==> src/rtl/imm_packer_if.sv <==
// Request/response bundle for the immediate packer: request side in_*, emitted-word side out_*.
// The packer takes the slave modport; the stub generator / imem writer side takes master.
interface imm_packer_if;
  logic        in_valid;
  logic        in_ready;
  logic [31:0] in_base;
  logic [31:0] in_imm;
  logic [2:0]  in_imm_type;
  logic        in_li;
  logic        out_valid;
  logic        out_ready;
  logic [31:0] out_inst;
  logic        out_err;
  logic        out_last;

  modport master (
    output in_valid, in_base, in_imm, in_imm_type, in_li, out_ready,
    input  in_ready, out_valid, out_inst, out_err, out_last
  );

  modport slave (
    input  in_valid, in_base, in_imm, in_imm_type, in_li, out_ready,
    output in_ready, out_valid, out_inst, out_err, out_last
  );
endinterface

==> src/rtl/imm_packer.sv <==
// Streaming instruction encoder: packs an immediate into I/S/B/U/J fields of a base word,
// or expands li rd, imm into ADDI, LUI, or LUI+ADDI.
//
// state | meaning
// IDLE  | output register free or holding a final word; requests may be accepted
// EMIT2 | LUI of a two-word li is in the output register, ADDI waiting in pend_inst
module imm_packer (
  input logic        clk,
  input logic        rst_n,
  imm_packer_if.slave bus
);

  localparam logic [2:0] I_TYPE = 3'd0;
  localparam logic [2:0] S_TYPE = 3'd1;
  localparam logic [2:0] B_TYPE = 3'd2;
  localparam logic [2:0] U_TYPE = 3'd3;
  localparam logic [2:0] J_TYPE = 3'd4;

  typedef enum logic {IDLE, EMIT2} state_t;

  state_t      state;
  logic        out_valid_q;
  logic [31:0] out_inst_q;
  logic        out_err_q;
  logic        out_last_q;
  logic [31:0] pend_inst;

  logic        accept;
  logic        out_fire;

  logic [31:0] imm;
  logic [31:0] base;
  logic [4:0]  rd;
  logic [11:0] lo;
  logic [19:0] hi;
  logic        fits12;
  logic        fits13;
  logic        fits21;

  logic [31:0] enc_inst;
  logic        enc_err;
  logic        enc_two;
  logic [31:0] enc_pend;

  assign imm  = bus.in_imm;
  assign base = bus.in_base;
  assign rd   = bus.in_base[11:7];
  assign lo   = bus.in_imm[11:0];
  // ADDI sign-extends lo, so the upper part absorbs a borrow when lo is negative
  assign hi   = bus.in_imm[31:12] + {19'd0, bus.in_imm[11]};

  assign fits12 = (imm[31:11] == '0) || (imm[31:11] == '1);
  assign fits13 = (imm[31:12] == '0) || (imm[31:12] == '1);
  assign fits21 = (imm[31:20] == '0) || (imm[31:20] == '1);

  always_comb begin
    enc_inst = base;
    enc_err  = 1'b0;
    enc_two  = 1'b0;
    enc_pend = 32'd0;
    if (bus.in_li) begin
      if (fits12) begin
        enc_inst = {lo, 5'd0, 3'b000, rd, 7'h13};
      end else if (lo == 12'd0) begin
        enc_inst = {hi, rd, 7'h37};
      end else begin
        enc_inst = {hi, rd, 7'h37};
        enc_two  = 1'b1;
        enc_pend = {lo, rd, 3'b000, rd, 7'h13};
      end
    end else begin
      case (bus.in_imm_type)
        I_TYPE: begin
          enc_inst = (base & 32'h000F_FFFF) | {imm[11:0], 20'd0};
          enc_err  = ~fits12;
        end
        S_TYPE: begin
          enc_inst = (base & 32'h01FF_F07F) | {imm[11:5], 13'd0, imm[4:0], 7'd0};
          enc_err  = ~fits12;
        end
        B_TYPE: begin
          enc_inst = (base & 32'h01FF_F07F)
                   | {imm[12], imm[10:5], 13'd0, imm[4:1], imm[11], 7'd0};
          enc_err  = imm[0] | ~fits13;
        end
        U_TYPE: begin
          enc_inst = (base & 32'h0000_0FFF) | {imm[31:12], 12'd0};
          enc_err  = (imm[11:0] != 12'd0);
        end
        J_TYPE: begin
          enc_inst = (base & 32'h0000_0FFF)
                   | {imm[20], imm[10:1], imm[11], imm[19:12], 12'd0};
          enc_err  = imm[0] | ~fits21;
        end
        default: begin
          enc_inst = base;
          enc_err  = 1'b1;
        end
      endcase
    end
  end

  assign out_fire     = out_valid_q & bus.out_ready;
  assign bus.in_ready = (state == IDLE) & (~out_valid_q | bus.out_ready);
  assign accept       = bus.in_valid & bus.in_ready;

  always_ff @(posedge clk or negedge rst_n) begin
    if (!rst_n) begin
      state       <= IDLE;
      out_valid_q <= 1'b0;
      out_inst_q  <= 32'd0;
      out_err_q   <= 1'b0;
      out_last_q  <= 1'b0;
      pend_inst   <= 32'd0;
    end else begin
      case (state)
        IDLE: begin
          if (accept) begin
            out_valid_q <= 1'b1;
            out_inst_q  <= enc_inst;
            out_err_q   <= enc_err;
            out_last_q  <= ~enc_two;
            pend_inst   <= enc_pend;
            if (enc_two) state <= EMIT2;
          end else if (out_fire) begin
            out_valid_q <= 1'b0;
          end
        end
        EMIT2: begin
          // out_valid stays high: the ADDI replaces the LUI in the same slot
          if (out_fire) begin
            out_inst_q <= pend_inst;
            out_err_q  <= 1'b0;
            out_last_q <= 1'b1;
            state      <= IDLE;
          end
        end
        default: state <= IDLE;
      endcase
    end
  end

  assign bus.out_valid = out_valid_q;
  assign bus.out_inst  = out_inst_q;
  assign bus.out_err   = out_err_q;
  assign bus.out_last  = out_last_q;

endmodule

==> src/flat_wrapper.sv <==
// flat-port wrapper written by rule: the top's interface ports become plain ports
module imm_packer_flat 
  (clk, rst_n, bus_in_valid, bus_in_base, bus_in_imm, bus_in_imm_type, bus_in_li, bus_out_ready, bus_in_ready, bus_out_valid, bus_out_inst, bus_out_err, bus_out_last);
  imm_packer_if bus_i ();
  input logic clk;
  input logic rst_n;
  input wire logic [$bits(bus_i.in_valid)-1:0] bus_in_valid;
  input wire logic [$bits(bus_i.in_base)-1:0] bus_in_base;
  input wire logic [$bits(bus_i.in_imm)-1:0] bus_in_imm;
  input wire logic [$bits(bus_i.in_imm_type)-1:0] bus_in_imm_type;
  input wire logic [$bits(bus_i.in_li)-1:0] bus_in_li;
  input wire logic [$bits(bus_i.out_ready)-1:0] bus_out_ready;
  output wire logic [$bits(bus_i.in_ready)-1:0] bus_in_ready;
  output wire logic [$bits(bus_i.out_valid)-1:0] bus_out_valid;
  output wire logic [$bits(bus_i.out_inst)-1:0] bus_out_inst;
  output wire logic [$bits(bus_i.out_err)-1:0] bus_out_err;
  output wire logic [$bits(bus_i.out_last)-1:0] bus_out_last;
  assign bus_i.in_valid = bus_in_valid;
  assign bus_i.in_base = bus_in_base;
  assign bus_i.in_imm = bus_in_imm;
  assign bus_i.in_imm_type = bus_in_imm_type;
  assign bus_i.in_li = bus_in_li;
  assign bus_i.out_ready = bus_out_ready;
  assign bus_in_ready = bus_i.in_ready;
  assign bus_out_valid = bus_i.out_valid;
  assign bus_out_inst = bus_i.out_inst;
  assign bus_out_err = bus_i.out_err;
  assign bus_out_last = bus_i.out_last;
  imm_packer u_core (.clk(clk), .rst_n(rst_n), .bus(bus_i));
endmodule
==> config.mk <==
export PLATFORM = sky130hd
export DESIGN_NAME = imm_packer_flat
export DESIGN_NICKNAME = d
export VERILOG_FILES = /design/src/rtl/imm_packer_if.sv /design/src/rtl/imm_packer.sv /design/src/flat_wrapper.sv
export SDC_FILE = /design/constraint.sdc
export NUM_CORES = 1
export LEC_CHECK = 0
export ABC_AREA = 1
export CAP_MARGIN = 30
export CELL_PAD_IN_SITES_DETAIL_PLACEMENT = 0
export CELL_PAD_IN_SITES_GLOBAL_PLACEMENT = 1
export CORE_MARGIN = 2
export CORE_UTILIZATION = 37
export DETAILED_ROUTE_END_ITERATION = 10
export GPL_TIMING_DRIVEN = 0
export PLACE_DENSITY = 0.87
export REMOVE_ABC_BUFFERS = 1
export SLEW_MARGIN = 0
export SYNTH_ARGS = -nofsm -noshare
export SYNTH_HDL_FRONTEND = slang
export SYNTH_SLANG_ARGS = --single-unit
==> constraint.sdc <==
create_clock -name clk -period 3.25 [get_ports clk]
set_input_delay 0.4875 -clock clk [delete_from_list [all_inputs] [get_ports clk]]
set_output_delay 0.4875 -clock clk [all_outputs]
set_load 0.05 [all_outputs]
==> summary.md, run 1 <==
| Metric | Value |
|---|---|
| Net Sw Power | a little under 2 mW |
| Port-buffer cells | about 110 |
| Synth Area per Inst | ~6.7 um^2 |
| Worst Path Arrival | around 3.1 ns |
| Top Layer Used | met4 |
| F_max | approximately 350 MHz |
| Top-count cell post-synth | nand2_1 |
| Fin Hold WS | ~0.16 ns |
| Post-synth EDFFs | 0 |
| Metal3 WL | between 700 and 800 um |
| Detailed-route wire length per cell | ~16 um |
| Post-CTS resize count | 0 |
| Max_slew headroom | between 40% and 50% |
| Layout net count | around 750 |
| Max-cap violations | 0 |
| Net Sw Frac | 50.7% |
| CP max stage cell | dfrtp_1 |
| Vias in the first global route | approximately 4.0k |
| Peak fanout along the critical path | 22 |
| Crit-path cells | nor2_2 -> nand2_1 -> inv_2 -> nand2_1 -> nor2_4 -> nand2_4 -> inv_2 -> nand2_1 -> nand2_1 |
| Synth area leader | dfrtp_1 |
| Fin Clk Skew | 0.0153 ns |
| H-tree depth | 2 |
| FILL cells | between 1k and 1.5k |
| Final min period | between 2 and 3 ns |
| Slew of the pin with the lowest slew margin | 0.834 ns |
| Worst-path clk slew | ~0.11 ns |
| Core ar. | 10300 um^2 |
| Total Die Area | between 10000 and 15000 um^2 |
| Final worst path period share | between 80 and 90% |
| FF-to-FF Start | u_core.state |
| DRT iter0 DRCs | 338 |
| First-pass GRT wire length | about 21000 um |
| Post-Syn Instances | between 500 and 600 |
| Met1 WL | ~6300 um |
| Fraction of layout instances using a drive strength above 1 | around 7% |
| Clk_lat worst skew | ~0.32 ns |
| Synth Flop Type | dfrtp_1 |
| Finished Core Util | between 50 and 60% |
| Setup tns final | 0 ns |
| Antenna Cells | 0 |
| I/O pin total | between 100 and 150 |
| Num CTS Buffers | 5 |
| Largest stage delay on the critical path | between 0.7 and 0.8 ns |
| Outcome | completed |
| Post-DP HPWL | around 10000 um |
| Unique masters post-synth | between 40 and 50 |
| CTS tree | done |
| Pre-antenna DRT Iters | 5 |
| Sequential cell area fraction in the yosys report | 34.6% |
| Buf/Inv on CP | 2 |
| Reg power frac | a little under a third |
| Async S/R FF share, synth | between 90% and 100% |
| Peak supply drop | between 0.5 and 0.6 mV |
| Final Max Slew Viols | 0 |
| Total grt overflow | 0 |
| Commonest cells post-synth | nand2_1 (203), inv_1 (58), nor2_1 (57), dfrtp_1 (54), o21ai_0 (35) |
| Largest net degree at the start of global routing | 44 |
| Logic gate share of total power | 59.3% |
| Total track usage | 23.7% |
| Clock Power Share | around a tenth |
| Worst path most repeated cell | nand2_1 |
| Internal Power | 1.91 mW |
| RSZ-0062 raised after global routing | no |
| Vias per std cell | 5.19 |
| Setup Viol. Count Final | 0 |
| Synth area leaders | dfrtp_1 (35%), nand2_1 (20%), inv_1 (5.6%), nor2_1 (5.5%), o21ai_0 (4.5%) |
| Die height | approximately 110 um |
| Worst Path Required | 3.51 ns |
| Initial cell density of the core | about 38% |
| Initial antenna violation count | 0 |
| Type of element launching the critical path | flip-flop |
| Hold/Removal Path Class | primary input to asynchronous set/reset pin |
| Leakage | 2.46 nW |
| Worst path top cell family by delay | simple AND/OR/NAND/NOR gates |
| Hold Vio Cnt, Final | 0 |
| Postcts setup bufs | 0 |
| Row count | 37 |
| Post-route ant nets | 0 |
| Reg-to-Reg End | u_core.pend_inst[15] |
| Routed wire length | between 10000 and 15000 um |
| Clock root buffer | clkbuf_8 |
| Worst Reg-to-Reg Cells | 9 |
| CTS Hold Buffers Added | 0 |
| Area Growth Syn to Fin | 31.7% |
| Gp weighted congestion | 0.897 |
| Crit. End Element | flip-flop |
| Met2 routed WL | 6030 um |
| R2R setup slack | 0.38 ns |
| Register bit total from synthesis | between 50 and 60 |
| Clock sinks | between 50 and 60 |
| CTS Buffer Depth | 2 |
| Pwr dens | ~750 nW/um^2 |
| Routed via count | approximately 4.2k |
| Top cell type's share of synthesized area | between 30% and 40% |
| Post-route DRC | 0 |
| Power consumption | 3.88 mW |
| Die W | around 110 um |
| Setup Crit Path Kind | flip-flop to flip-flop |
| Syn Std Cell Area | 3900 um^2 |
| Yosys Warn Count | 0 |
==> power groups by stage <==
stage          logic [mW]  registers [mW]  clock network, mW
2_1_floorplan       0.775            1.89                  0
3_3_place_gp         2.28            1.19                  0
3_5_place_dp         2.30            1.20                  0
4_1_cts              2.31            1.18              0.401
5_1_grt              2.48            1.22              0.421
6_report             2.30            1.19              0.395
==> layout make-up <==
cell class / count / area, um^2 / share of cell area, %
Multi-Input combinational cell: 443 / 2200 / 42.8
Sequential cell: 54 / 1350 / 26.3
Inverter: 66 / 250 / 4.87
Timing Repair Buffer: 108 / 1090 / 21.1
Clock buffer: 5 / 68.8 / 1.34
Clock inverter: 2 / 13.8 / 0.268
Tap cell: 136 / 170 / 3.31
==> logic make-up after synthesis <==
| family | Yosys count | synth area share, % |
|---|---|---|
| AO/OA/AOI/OAI | 107 | 16.9 |
| XOR/XNOR | 9 | 2.02 |
| adder cells (fa/ha/maj) | 3 | 0.961 |
| buffers and inverters | 82 | 9.04 |
| flip-flops | 54 | 34.6 |
| multiplexers | 6 | 1.73 |
| AND/OR/NAND/NOR | 318 | 34.7 |
==> worst max-delay path by stage <==
| stage | from | end | slack, ns | cells past startpoint |
|---|---|---|---|---|
| 5_1_grt | u_core.state | u_core.bus.out_inst[30] | 0.19 | 8 |
| 6_report | u_core.state | u_core.pend_inst[15] | 0.38 | 9 |
| 2_1_floorplan | u_core.bus.out_valid | u_core.bus.out_inst[30] | 0.67 | 10 |
| 3_5_place_dp | bus_out_ready | u_core.bus.out_inst[30] | 0.02 | 10 |
| 3_3_place_gp | rst_n | u_core.bus.out_inst[27] | -0.09 | 1 |
| 4_1_cts | u_core.state | u_core.bus.out_inst[30] | 0.21 | 8 |
==> per-layer routing <==
layer  GRT usage [%]  vias up
met5               0        -
met4            5.75        0
met3            2.43       14
met2            37.8      165
met1            34.4     1980
li1                -     2067
==> metrics by stage <==
step	cells	setup slack, ns	cell area, um^2
3_5_place_dp	807	0.0171	5060
6_report	814	0.382	5140
5_1_grt	814	0.189	5140
2_1_floorplan	563	0.665	3800
3_3_place_gp	806	-0.0923	5040
4_1_cts	814	0.213	5140
==> placed cells by master, fill, tap and decap left out, types with 7 or more instances in the layout <==
cell	instances
nand3_1	30
o21ai_0	35
nand2_1	203
o22ai_2	8
xor2_1	8
o211ai_1	7
nor2_1	57
a21oi_1	30
o22ai_1	9
clkdlybuf4s50_1	106
inv_1	58
dfrtp_1	54
==> sequential cells by signal, summed over array words and instances, names as in the netlist <==
name / cells
u_core.bus.out_inst: 32
u_core.pend_inst: 18
u_core.bus.out_err: 1
u_core.bus.out_last: 1
u_core.bus.out_valid: 1
u_core.state: 1
==> worst reg2reg max path: stages (launching register included) <==
cell	delay, ns
dfrtp_1	0.71
nor2_2	0.26
nand2_1	0.36
inv_2	0.49
nand2_1	0.26
nor2_4	0.27
nand2_4	0.18
inv_2	0.17
nand2_1	0.06
nand2_1	0.06
No activity file was read; power rests on OpenSTA's default activity.
==> run 2, diff against run 1 <==
- CTS_CLUSTER_DIAMETER: not set -> 80
- GPL_ROUTABILITY_DRIVEN: not set -> 0
==> summary.md, run 2 (synthesis results as in run 1) <==
| Metric | Value |
|---|---|
| CTS Hold Buffers Added | 0 (unchanged) |
| Initial cell density of the core | 38.0% (unchanged) |
| Largest net degree at the start of global routing | 44 (unchanged) |
| Routed wire length | 12800 um (-3.5%) |
| Reg power frac | 29.9% (-0.6 points) |
| GR Util met3 | 2.49% (+0.061 points) |
| Crit-path cells | nor2_2 -> nand2_1 -> inv_2 -> nand2_1 -> nor2_4 -> nand2_4 -> inv_2 -> nand2_1 -> nand2_1 |
| Max-cap violations | 0 (unchanged) |
| Post-route ant nets | 0 (unchanged) |
| H-tree depth | 2 (unchanged) |
| Leakage | 2.47 nW (+0.48%) |
| Row count | 37 (unchanged) |
| DRT iter0 DRCs | 365 (+8.0%) |
| Top Usage Layer GRT | met2 |
| Placed cells | 807 (unchanged) |
| Total Die Area | 11400 um^2 (unchanged) |
| Peak supply drop | 0.443 mV (-17%) |
| Worst Path Required | 3.51 ns (about the same) |
| Internal Power | 2.00 mW (+4.5%) |
| I/O pin total | 108 (unchanged) |
| Final worst path period share | 86.5% (-1.8 points) |
| Area of the multi-input gates | 2200 um^2 (unchanged) |
| Total grt overflow | 0 (unchanged) |
| Port-buffer cells | 107 (unchanged) |
| Routed via count | 4251 (+0.59%) |
| Detailed-route wire length per cell | 15.7 um (-3.7%) |
| CP max stage cell | dfrtp_1 |
| CTS Buffer Depth | 2 (unchanged) |
| Worst path most repeated cell | nand2_1 |
| Max reg flops | 32 (unchanged) |
| Die W | 107 um (unchanged) |
| Grt met1 use | 32.7% (-1.7 points) |
| Net Sw Power | 1.98 mW (+0.51%) |
| Clock sinks | 54 (unchanged) |
| Hold/Removal Path Class | primary input to asynchronous set/reset pin |
| Pre-CTS setup slack | 0.0485 ns (+0.0314 ns) |
| Setup tns final | 0 ns (unchanged) |
| Slew of the pin with the lowest slew margin | 0.796 ns (-0.0385 ns) |
| Layout net count | 753 (unchanged) |
| Antenna Cells | 0 (unchanged) |
| Commonest non-fill, non-tap cells in the layout | nand2_1 (203), clkdlybuf4s50_1 (106), inv_1 (58), nor2_1 (57), dfrtp_1 (54) |
| Setup Viol. Count Final | 0 (unchanged) |
| R2R setup slack | 0.44 ns (+0.06 ns) |
| Vias in the first global route | 4017 (+0.70%) |
| Fraction of layout instances using a drive strength above 1 | 7.22% (+0.14 points) |
| Setup Crit Path Kind | flip-flop to flip-flop |
| Largest stage delay on the critical path | 0.70 ns (about the same) |
| Final min period | 2.81 ns (-0.0569 ns) |
| Clock root buffer | clkbuf_8 |
| Vias per std cell | 5.22 (+0.47%) |
| Crit. End Element | flip-flop |
| Initial antenna violation count | 0 (unchanged) |
| Non-filler cells in the finished layout | 815 (+0.12%) |
| Area Growth Syn to Fin | 32.6% |
| Outcome | completed |
| Max_slew headroom | 47.0% (+2.6 points) |
| Hold Vio Cnt, Final | 0 (unchanged) |
| Peak fanout along the critical path | 22 (unchanged) |
| Total track usage | 22.8% (-0.89 points) |
| Pre-antenna DRT Iters | 5 (unchanged) |
| Grt met2 use | 36.1% (-1.7 points) |
| F_max | 356 MHz (+2.0%) |
| Reg area | 1350 um^2 (unchanged) |
| Final Max Slew Viols | 0 (unchanged) |
| CTS tree | done |
| FILL cells | 1077 (-1.6%) |
| Commonest non-fill, non-tap cell in the layout | nand2_1 |
| Final WS setup | 0.439 ns (+0.0569 ns) |
| Post-DP HPWL | 9820 um (-3.3%) |
| First-pass GRT wire length | 20600 um (-2.7%) |
| Net Sw Frac | 49.8% (-0.96 points) |
| Logic gate share of total power | 57.7% (-1.6 points) |
| Fin Clk Skew | 0.00592 ns (-0.00941 ns) |
| Post-CTS resize count | 0 (unchanged) |
| Core ar. | 10300 um^2 (unchanged) |
| Worst-path clk slew | 0.11 ns (about the same) |
| RSZ-0062 raised after global routing | no |
| Num CTS Buffers | 5 (unchanged) |
| Type of element launching the critical path | flip-flop |
| Clk_lat worst skew | 0.32 ns (about the same) |
| Pwr dens | 768 nW/um^2 (+1.8%) |
| Die height | 107 um (unchanged) |
| Clock Power Share | 12.4% (+2.2 points) |
| Worst Path Arrival | 3.07 ns (-0.06 ns) |
| Postcts setup bufs | 0 (unchanged) |
| Post-route DRC | 0 (unchanged) |
-- run 2: cell types whose count changed in the layout (fill, tap and decap cells not counted), sizes merged --
cell,delta
bufinv,+1
clkinvlp,+1
clkinv,-1
-- run 2: final cells by class --
cell class / instances / area share, %
Multi-Input combinational cell: 443 / 42.5
Tap cell: 136 / 3.29
Clock inverter: 3 / 0.943
Clock buffer: 5 / 1.33
Timing Repair Buffer: 108 / 21.0
Sequential cell: 54 / 26.1
Inverter: 66 / 4.83
-- run 2: final timing paths --
kind                       depth (start not counted)                     from                 endpoint
setup reg to reg                                   9             u_core.state     u_core.pend_inst[19]
setup / recovery                                   9             u_core.state     u_core.pend_inst[19]
min in group clk                                   2  u_core.bus.out_inst[24]  u_core.bus.out_inst[24]
max in group asynchronous                          2                    rst_n  u_core.bus.out_inst[27]
hold / removal                                     1                    rst_n   u_core.bus.out_inst[6]
hold reg to reg                                    2  u_core.bus.out_inst[24]  u_core.bus.out_inst[24]
-- run 2: per-layer routing --
metal	wire (um)	part of all wire, %	up-vias
met5	0	0	-
li1	-	-	2065
met3	847	6.6	29
met2	5710	45	180
met4	348	2.7	0
met1	5900	46	1977
-- run 2: power groups by stage --
stage | Clock (mW) | Combinational [mW] | Sequential, mW
after CTS | 0.504 | 2.30 | 1.19
after detailed placement | 0 | 2.29 | 1.20
after global routing | 0.531 | 2.46 | 1.23
final | 0.493 | 2.29 | 1.19
after floorplan | 0 | 0.775 | 1.89
after global placement | 0 | 2.26 | 1.19
-- run 2: metrics by stage --
step	instance area, um^2	utilization [%]	power [mW]	hold slack (ns)
after floorplan	3800	-	2.66	0.192
after global placement	5040	49.1	3.45	0.462
after detailed placement	5060	49.2	3.49	0.466
after CTS	5170	50.3	3.99	0.218
after global routing	5180	50.4	4.22	0.238
final	5180	50.4	3.98	0.205
-- run 2: worst max-delay path, delay by kind of cell (launching register included) --
| kind | cells | cell delay [ns] |
|---|---|---|
| buf+inv | 2 | 0.63 |
| simple gates | 7 | 1.40 |
| flops | 1 | 0.70 |
